`src/rtl/mmss_timer.sv`:
```
// -----------------------------------------------------------------------------
// mmss_timer
//   MM:SS up/down timer for the display driver. The 1 Hz square wave from the
//   divider is asynchronous to clk, so it is synchronised and edge-detected.
//   The count advances once per rising edge of tick_1hz while in RUN.
//   All digits are kept in BCD.
//
// Parameters
//   MAX_MIN      highest minute value (0..99); the up-count wraps after MAX_MIN:59
//   SYNC_STAGES  synchroniser flops on tick_1hz ahead of the edge flop (2 or 3)
//
// Ports
//   clk         system clock
//   reset       asynchronous, active-high reset
//   tick_1hz    1 Hz square wave, asynchronous to clk
//   start_stop  one-cycle pulse, toggles run/pause
//   clear       one-cycle pulse, forces 00:00 and IDLE
//   dir         0 = count up, 1 = count down
//   load        one-cycle pulse, loads load_mm/load_ss
//   load_mm     BCD minutes {tens, ones}
//   load_ss     BCD seconds {tens, ones}
//   min_bcd     current minutes, BCD
//   sec_bcd     current seconds, BCD
//   running     high while in RUN
//   done        high while in DONE
//   wrap        one-cycle pulse when the up-count wraps to 00:00
//   load_err    one-cycle pulse when a load is rejected
// -----------------------------------------------------------------------------
module mmss_timer #(
    parameter int MAX_MIN     = 59,
    parameter int SYNC_STAGES = 2
) (
    input  logic       clk,
    input  logic       reset,
    input  logic       tick_1hz,
    input  logic       start_stop,
    input  logic       clear,
    input  logic       dir,
    input  logic       load,
    input  logic [7:0] load_mm,
    input  logic [7:0] load_ss,
    output logic [7:0] min_bcd,
    output logic [7:0] sec_bcd,
    output logic       running,
    output logic       done,
    output logic       wrap,
    output logic       load_err
);

    typedef enum logic [1:0] {
        IDLE  = 2'd0,
        RUN   = 2'd1,
        PAUSE = 2'd2,
        DONE  = 2'd3
    } state_t;

    localparam logic [3:0] MAX_T       = 4'(MAX_MIN / 10);
    localparam logic [3:0] MAX_O       = 4'(MAX_MIN % 10);
    localparam logic [7:0] MAX_MIN_VAL = 8'(MAX_MIN);

    state_t state;
    state_t state_n;

    logic [SYNC_STAGES-1:0] sync_q;
    logic                   edge_q;
    logic                   tick_p;

    // Count held as {min tens, min ones, sec tens, sec ones}
    logic [15:0] cnt_q;
    logic [15:0] cnt_n;
    logic [3:0]  min_t, min_o, sec_t, sec_o;

    logic [15:0] up_cnt;
    logic        up_wrap;
    logic [15:0] dn_cnt;
    logic        cnt_zero;
    logic        cnt_one;

    logic [7:0]  load_min_val;
    logic        load_ok;

    logic        do_load;
    logic        do_step;
    logic        load_rej;
    logic        wrap_n;

    assign min_t   = cnt_q[15:12];
    assign min_o   = cnt_q[11:8];
    assign sec_t   = cnt_q[7:4];
    assign sec_o   = cnt_q[3:0];
    assign min_bcd = cnt_q[15:8];
    assign sec_bcd = cnt_q[7:0];

    // Synchroniser chain plus edge flop; tick_p is a one-clk pulse per
    // rising edge of tick_1hz as seen after synchronisation.
    always_ff @(posedge clk or posedge reset) begin
        if (reset) begin
            sync_q <= '0;
            edge_q <= 1'b0;
        end else begin
            sync_q <= {sync_q[SYNC_STAGES-2:0], tick_1hz};
            edge_q <= sync_q[SYNC_STAGES-1];
        end
    end

    assign tick_p = sync_q[SYNC_STAGES-1] & ~edge_q;

    // BCD increment with ripple carry; wraps from MAX_MIN:59 to 00:00.
    always_comb begin
        up_cnt  = {min_t, min_o, sec_t, sec_o + 4'd1};
        up_wrap = 1'b0;
        if (sec_o == 4'd9) begin
            if (sec_t != 4'd5) begin
                up_cnt = {min_t, min_o, sec_t + 4'd1, 4'd0};
            end else if ((min_t == MAX_T) && (min_o == MAX_O)) begin
                up_cnt  = 16'h0000;
                up_wrap = 1'b1;
            end else if (min_o != 4'd9) begin
                up_cnt = {min_t, min_o + 4'd1, 8'h00};
            end else begin
                up_cnt = {min_t + 4'd1, 4'd0, 8'h00};
            end
        end
    end

    // BCD decrement with ripple borrow; 00:00 is never decremented.
    always_comb begin
        dn_cnt = {min_t, min_o, sec_t, sec_o - 4'd1};
        if (sec_o == 4'd0) begin
            if (sec_t != 4'd0) begin
                dn_cnt = {min_t, min_o, sec_t - 4'd1, 4'd9};
            end else if (min_o != 4'd0) begin
                dn_cnt = {min_t, min_o - 4'd1, 4'd5, 4'd9};
            end else if (min_t != 4'd0) begin
                dn_cnt = {min_t - 4'd1, 4'd9, 4'd5, 4'd9};
            end else begin
                dn_cnt = 16'h0000;
            end
        end
    end

    assign cnt_zero = (cnt_q == 16'h0000);
    assign cnt_one  = (cnt_q == 16'h0001);

    // A load is valid only with proper BCD digits, seconds tens of at most
    // 5, and a minute value that fits under MAX_MIN.
    assign load_min_val = ({4'd0, load_mm[7:4]} * 8'd10) + {4'd0, load_mm[3:0]};
    assign load_ok = (load_mm[7:4] <= 4'd9) && (load_mm[3:0] <= 4'd9) &&
                     (load_ss[7:4] <= 4'd5) && (load_ss[3:0] <= 4'd9) &&
                     (load_min_val <= MAX_MIN_VAL);

    // State register; running and done are registered from the next state so
    // they change on the same edge as the state itself.
    always_ff @(posedge clk or posedge reset) begin
        if (reset) begin
            state    <= IDLE;
            cnt_q    <= 16'h0000;
            running  <= 1'b0;
            done     <= 1'b0;
            wrap     <= 1'b0;
            load_err <= 1'b0;
        end else begin
            state    <= state_n;
            cnt_q    <= cnt_n;
            running  <= (state_n == RUN);
            done     <= (state_n == DONE);
            wrap     <= wrap_n;
            load_err <= load_rej;
        end
    end

    // Next-state logic. Priority is clear > load > start_stop > tick_p.
    // A load in RUN is ignored entirely, so the lower-priority inputs still
    // act in that cycle. start_stop in RUN still lets a coincident tick land.
    always_comb begin
        state_n  = state;
        do_load  = 1'b0;
        do_step  = 1'b0;
        load_rej = 1'b0;
        if (clear) begin
            state_n = IDLE;
        end else if (load && (state != RUN)) begin
            if (load_ok) begin
                do_load = 1'b1;
                state_n = IDLE;
            end else begin
                load_rej = 1'b1;
            end
        end else if (start_stop) begin
            case (state)
                IDLE, PAUSE: begin
                    if (!(dir && cnt_zero)) begin
                        state_n = RUN;
                    end
                end
                RUN: begin
                    do_step = tick_p;
                    if (tick_p && dir && cnt_one) begin
                        state_n = DONE;
                    end else begin
                        state_n = PAUSE;
                    end
                end
                default: begin
                    state_n = state;
                end
            endcase
        end else if (tick_p && (state == RUN)) begin
            do_step = 1'b1;
            if (dir && cnt_one) begin
                state_n = DONE;
            end
        end
    end

    // Count and pulse outputs for the next cycle.
    always_comb begin
        cnt_n  = cnt_q;
        wrap_n = 1'b0;
        if (clear) begin
            cnt_n = 16'h0000;
        end else if (do_load) begin
            cnt_n = {load_mm, load_ss};
        end else if (do_step) begin
            if (!dir) begin
                cnt_n  = up_cnt;
                wrap_n = up_wrap;
            end else begin
                cnt_n = dn_cnt;
            end
        end
    end

endmodule

```
`config.mk`:
```
export PLATFORM = sky130hd
export DESIGN_NAME = mmss_timer
export DESIGN_NICKNAME = d
export VERILOG_FILES = /design/src/rtl/mmss_timer.sv
export SDC_FILE = /design/constraint.sdc
export NUM_CORES = 1
export LEC_CHECK = 0
export BUFFER_PORTS_ARGS = -buffer_cell sky130_fd_sc_hd__buf_2
export CORE_MARGIN = 2
export CORE_UTILIZATION = 60
export DETAILED_ROUTE_END_ITERATION = 12
export PLACE_DENSITY = 0.93
export SLEW_MARGIN = 25
export SYNTH_ARGS = -nofsm -noshare
export SYNTH_HDL_FRONTEND = slang
export SYNTH_SLANG_ARGS = --single-unit
```
`constraint.sdc`:
```
create_clock -name clk -period 3.8 [get_ports clk]
set_clock_uncertainty 0.15 [all_clocks]
set_input_delay 0.38 -clock clk [delete_from_list [all_inputs] [get_ports clk]]
set_output_delay 0.38 -clock clk [all_outputs]
set_load 0.1 [all_outputs]
```
* Yosys cells after proc, flatten, opt, wreduce, memory -nomap -nowiden
Index checks and enable logic that the tools add are counted.
** Word-level totals
- Flip-flop bits (word level) :: 25
- Bits of input ports :: 23
- Output and inout bits :: 20
- Word-level logic and storage cells :: 106
** Operators by class
- Add/sub/neg operators :: 9
- Multipliers :: 1
- Order comparisons :: 5
- Eq/ne operators :: 16
- Mux-type cells :: 39
- Bitwise operators :: 2
- Reductions and logical operators :: 23
** Operators with widths (count)
- 16-bit 2-to-1 mux :: 12
- 1-bit 2-to-1 mux :: 19
- 4-bit by 1-bit adder with 4-bit output, second input constant :: 4
- 16-bit by 1-bit == test with 1-bit output, second input constant :: 1
- 16-bit zero test :: 1
- 4-bit inequality test, second input constant :: 4
- 4-bit nonzero test :: 4
- 4-bit by 1-bit subtractor with 4-bit output, second input constant :: 4
- 2-bit 2-to-1 mux :: 7
- 4-bit less-or-equal comparator, second input constant :: 3
- 1-bit logical AND :: 11
- 8-bit by 4-bit adder with 8-bit output :: 1
- 4-bit == test, second input constant :: 2
- 8-bit by 6-bit less-or-equal comparator with 1-bit output, second input constant :: 1
- 4-bit by 3-bit multiplier with 7-bit output, second input constant :: 1
- 7-bit AND reduction :: 1
- 5-bit inequality test, second input constant :: 1
- 5-bit AND reduction :: 1
- 2-bit by 1-bit == test with 1-bit output, second input constant :: 2
- 2-bit == test, second input constant :: 2
- 4-bit by 3-bit == test with 1-bit output, second input constant :: 1
- 4-bit by 3-bit less-or-equal comparator with 1-bit output, second input constant :: 1
- 4-bit zero test :: 1
- 4-bit by 2-bit inequality test with 1-bit output, second input constant :: 1
- other kinds (9) :: 9

* Depth between registers and ports, before layout
- Word-level depth :: 10
- Depth in mapped cells :: 12

* Worst setup path before layout
Ideal clock, no wire load.
- Path kind :: input-to-reg
- From :: in load_mm[5]
- To :: reg cnt_q[4]
- Setup time :: 86 ps
- Data arrival time :: 2885 ps
- Path slack :: 679 ps
- Stages :: 12
- Buffers on the path :: 2
- Cell sequence :: ha_1 -> ha_1 -> inv_1 -> fa_1 -> and3_1 -> o211a_1 -> maj3_1 -> o21ai_2 -> buf_2 -> buf_4 -> nand3_1 -> a32oi_1
** Between the ends
- Cells in the longest elaborated chain, start to end :: 10
** Ends and longest elaborated chain
- start, declared :: line 40 : input logic [7:0] load_mm,
- parallel branches: the longest is 4 deep, another holds 8-bit by 4-bit adder with 8-bit output
- 1-bit logical AND * :: line 149 : (load_ss[7:4] <= 4'd5) && (load_ss[3:0] <= 4'd9) &&
- 1-bit 2-to-1 mux * :: line 183 : if (load_ok) begin
- 1-bit 2-to-1 mux * :: line 182 : end else if (load && (state != RUN)) begin
- 1-bit 2-to-1 mux * :: line 180 : if (clear) begin
- 4-bit by 2-bit inequality test with 1-bit output (no line) (tied with other cells)
- 3-bit AND reduction (no line) / 16-bit 2-to-1 mux (equally long branches)
- end signal, assigned :: line 164 : cnt_q <= cnt_n;
- end, declared :: line 69 : logic [15:0] cnt_q;
Every way passes the cells marked *.
A chain may end at the register's enable or synchronous reset.

* Worst setup path in the final report
Same ends and word-level chain as after synthesis.

==> flow_metrics.py <==
metrics = {
    "synth": {
        "synth_top_family_by_area": "compound AO/OA/AOI/OAI gates",
        "synthMuxAreaShare_pct": 1.242,
        "yosysSeqAreaShare_pct": 24.84,
        "synthAdderAreaFrac_pct": 11.43,
        "synth_area_um2": 2519,
        "synth_top_area_share_pct": 24.84,
        "synth_edf_count": 0,
        "synth_largest_area_cell": "dfrtp_1",
        "yosysUniqueCellTypes": 71,
        "synthArstFlopShare_pct": 100.0,
        "yosys_warnings": 0,
        "synthCells": 294,
        "synth_xor_area_share_pct": 2.086,
        "synth_area_leaders": "dfrtp_1 25%, ha_1 9.4%, nand3_1 5.2%",
        "synth-simple-area-share_pct": 24.34,
        "syn_avg_cell_area_um2": 8.567,
        "synthFlopType": "dfrtp_1",
        "synthesis.nets": 338,
        "ys_ff_latch": 25,
        "synth_compound_area_share_pct": 30.15,
    },
    "critical_path": {
        "crit_top_cell": "ha_1",
        "required_ns": 3.79,
        "crit_type": "in2reg",
        "end_kind": "flip-flop",
        "slowest_stage": "mux2i_1",
        "cp_top_family": "adder cells",
        "path_cells": "buf_2 -> ha_1 -> ha_1 -> inv_1 -> fa_1 -> nor3b_2 -> mux2i_1 -> nor4_4 -> a21oi_1 -> a32oi_1",
        "max_stage_delay_ns": 0.55,
        "startpoint_type": "primary input",
        "worst-path-buf-inv": 2,
        "crit_arrival_ns": 3.32,
        "crit_fanout": 8,
    },
    "cells_and_area": {
        "area_delta_synth_final_pct": 10.73,
        "drive_gt1_share_pct": 20.73,
        "antennaDiodeCount": 0,
        "final_nets": 373,
        "regArea_um2": 625.6,
        "finalCoreUtilization_pct": 69.22,
        "fillerInstances": 340,
        "finalInstanceArea_um2": 2789,
        "multiInputGateArea_um2": 1744,
        "final_cells": 378,
    },
    "cts": {
        "cts_sinks": 25,
        "cts.path.max_buffers": 2,
        "cts_buffers": 3,
        "post_cts_resized": 0,
        "root_buffer": "clkbuf_8",
        "clkTransAtPathRegs_ns": 0.10,
        "cts.htree.levels": 1,
        "cts_hold_buf": 0,
        "cts_setup_buffers": 0,
        "clkLatencyLatePin_ns": 0.28,
        "cts_tree": "done",
    },
    "timing": {
        "worstMarginPinSlew_ns": 0.9868,
        "max_freq_mhz": 300.4,
        "finalCritPeriodShare_pct": 87.61,
        "fin_tns_setup_ns": 0,
        "final_max_slew_viol_count": 0,
        "rsz0062_at_grt": "false",
        "hold_viol_final": 9,
        "maxSlewHeadroom_pct": 33.32,
        "hold_ws_ns": -0.002717,
        "setup_viol": 0,
        "layout_min_cycle_time_ns": 3.329,
    },
    "job": {
        "maxCapViolCount": 0,
    },
    "drt": {
        "vias_per_cell": 7.056,
        "wl_per_cell_um": 18.68,
        "num_vias": 2667,
        "highest_layer": "met4",
        "dr_wl_met2_mm": 3.413,
        "wl_met3_um": 627,
        "dr.pass1.iters": 5,
        "drt_iter0_drc": 321,
        "antenna_violating_nets_post_route": 0,
        "routed_wl_mm": 7.061,
        "wl_met1_mm": 2.848,
        "drc": 0,
    },
    "power_and_ir_drop": {
        "combPwrFrac_pct": 40.7,
        "netSwitchingFraction_pct": 44.57,
        "ir_worst_vdd_v": 0.0001590,
        "power_switching_uw": 362.1,
        "pwr-share-clk_pct": 21.5,
        "p_int_uw": 450.4,
        "power_density_nw_per_um2": 291.4,
        "power_leakage_uw": 0.001192,
        "seq_power_share_pct": 37.8,
    },
    "placement": {
        "dpl_cell_area_um2": 2740,
        "place.gp.congestion": 0.9287,
        "dp_cells": 374,
        "numPortBuffers": 42,
        "dpl.hpwl_mm": 5.284,
    },
    "global_route": {
        "grt_remaining_overflow": 0,
        "grt_max_degree": 26,
        "grt_pass1_vias": 2340,
        "grt_pass1_wl_mm": 11.14,
        "grtUsageTotal_pct": 31.23,
        "antenna_found_initial": 0,
    },
    "floorplan": {
        "rows": 23,
        "initial_utilization_pct": 62.52,
        "core-area_um2": 4029,
        "die_w_um": 68.79,
        "io_pins": 43,
        "die_y_um": 68.79,
        "die_area_um2": 4732,
    },
    "run_status": {
        "status": "finished with violations",
        "violations": "negative hold slack",
    },
    "hold_path": {
        "min_path_type": "in2async",
    },
}
## stage by stage
step	setup WS [ns]	power [uW]
2_1_floorplan	0.6790	561.2
3_3_place_gp	0.4226	625.0
3_5_place_dp	0.1897	634.6
4_1_cts	0.4916	802.3
5_1_grt	0.2448	845.5
6_report	0.4707	812.6
## synth_stat cells (4+ instances only)
cell type / instances
o22ai_1: 4
nand3_1: 26
o21ai_0: 22
a31oi_1: 4
nor3_1: 6
inv_1: 20
o21a_1: 4
and3_1: 4
xor2_1: 4
nand2_1: 10
nor2_1: 11
ha_1: 19
clkbuf_1: 9
a32oi_1: 6
a21oi_1: 23
nand3b_1: 4
a211oi_1: 7
dfrtp_1: 25
## flip-flops by register name, summed over array words and instances, names as in the netlist
register	flops
edge_q	1
running	1
load_err	1
sync_q	2
state	2
done	1
wrap	1
cnt_q	16
## layer usage
metal | vias to the layer above | track usage, %
met5 | - | 0
met4 | 0 | 11.52
met3 | 25 | 3.734
met2 | 180 | 51.32
met1 | 1260 | 42.23
li1 | 1202 | -
## layout make-up
| cell class | count | share of cell area (%) |
|---|---|---|
| Multi-Input combinational cell | 234 | 62.54 |
| Sequential cell | 25 | 22.43 |
| Timing Repair Buffer | 45 | 8.345 |
| Inverter | 20 | 2.692 |
| Tap cell | 50 | 2.243 |
| Clock buffer | 3 | 1.480 |
| Clock inverter | 1 | 0.2692 |
## path summary, 6_finish.rpt
check	from	to	slack (ns)	cells past startpoint
min in group clk	tick_1hz	sync_q[0]	0.05	1
min reg2reg	sync_q[0]	sync_q[1]	0.21	0
max in group asynchronous	reset	load_err	3.12	2
max reg2reg	cnt_q[0]	cnt_q[11]	0.97	8
min	reset	cnt_q[6]	-0.003	2
max	load_mm[5]	cnt_q[4]	0.47	10
## cells in the final DEF, fill, tap and decap left out, types with 7 or more instances in the layout
cell type	synthesis	final
a21oi_1	23	23
nand2_1	10	10
o21ai_0	22	22
ha_1	19	19
dfrtp_1	25	25
buf_2	2	42
inv_1	20	19
nand3_1	26	26
a211oi_1	7	7
nor2_1	11	11
## cells by family after synthesis
group / count (synthesis)
and+or+nand+nor: 94
adders and majority gates: 22
AOI/OAI and AO/OA: 109
DFF: 25
xor gates and xnor gates: 6
buffers and inverters: 35
muxes: 3
## power by group through the flow
| stage | clock network, uW | registers, uW | logic [uW] |
|---|---|---|---|
| finish | 174 | 307 | 331 |
| global route | 181 | 310 | 355 |
| CTS | 171 | 306 | 326 |
| detailed placement | 0 | 311 | 324 |
| global placement | 0 | 310 | 315 |
| floorplan | 0 | 382 | 179 |
No activity file was read; power rests on OpenSTA's default activity.
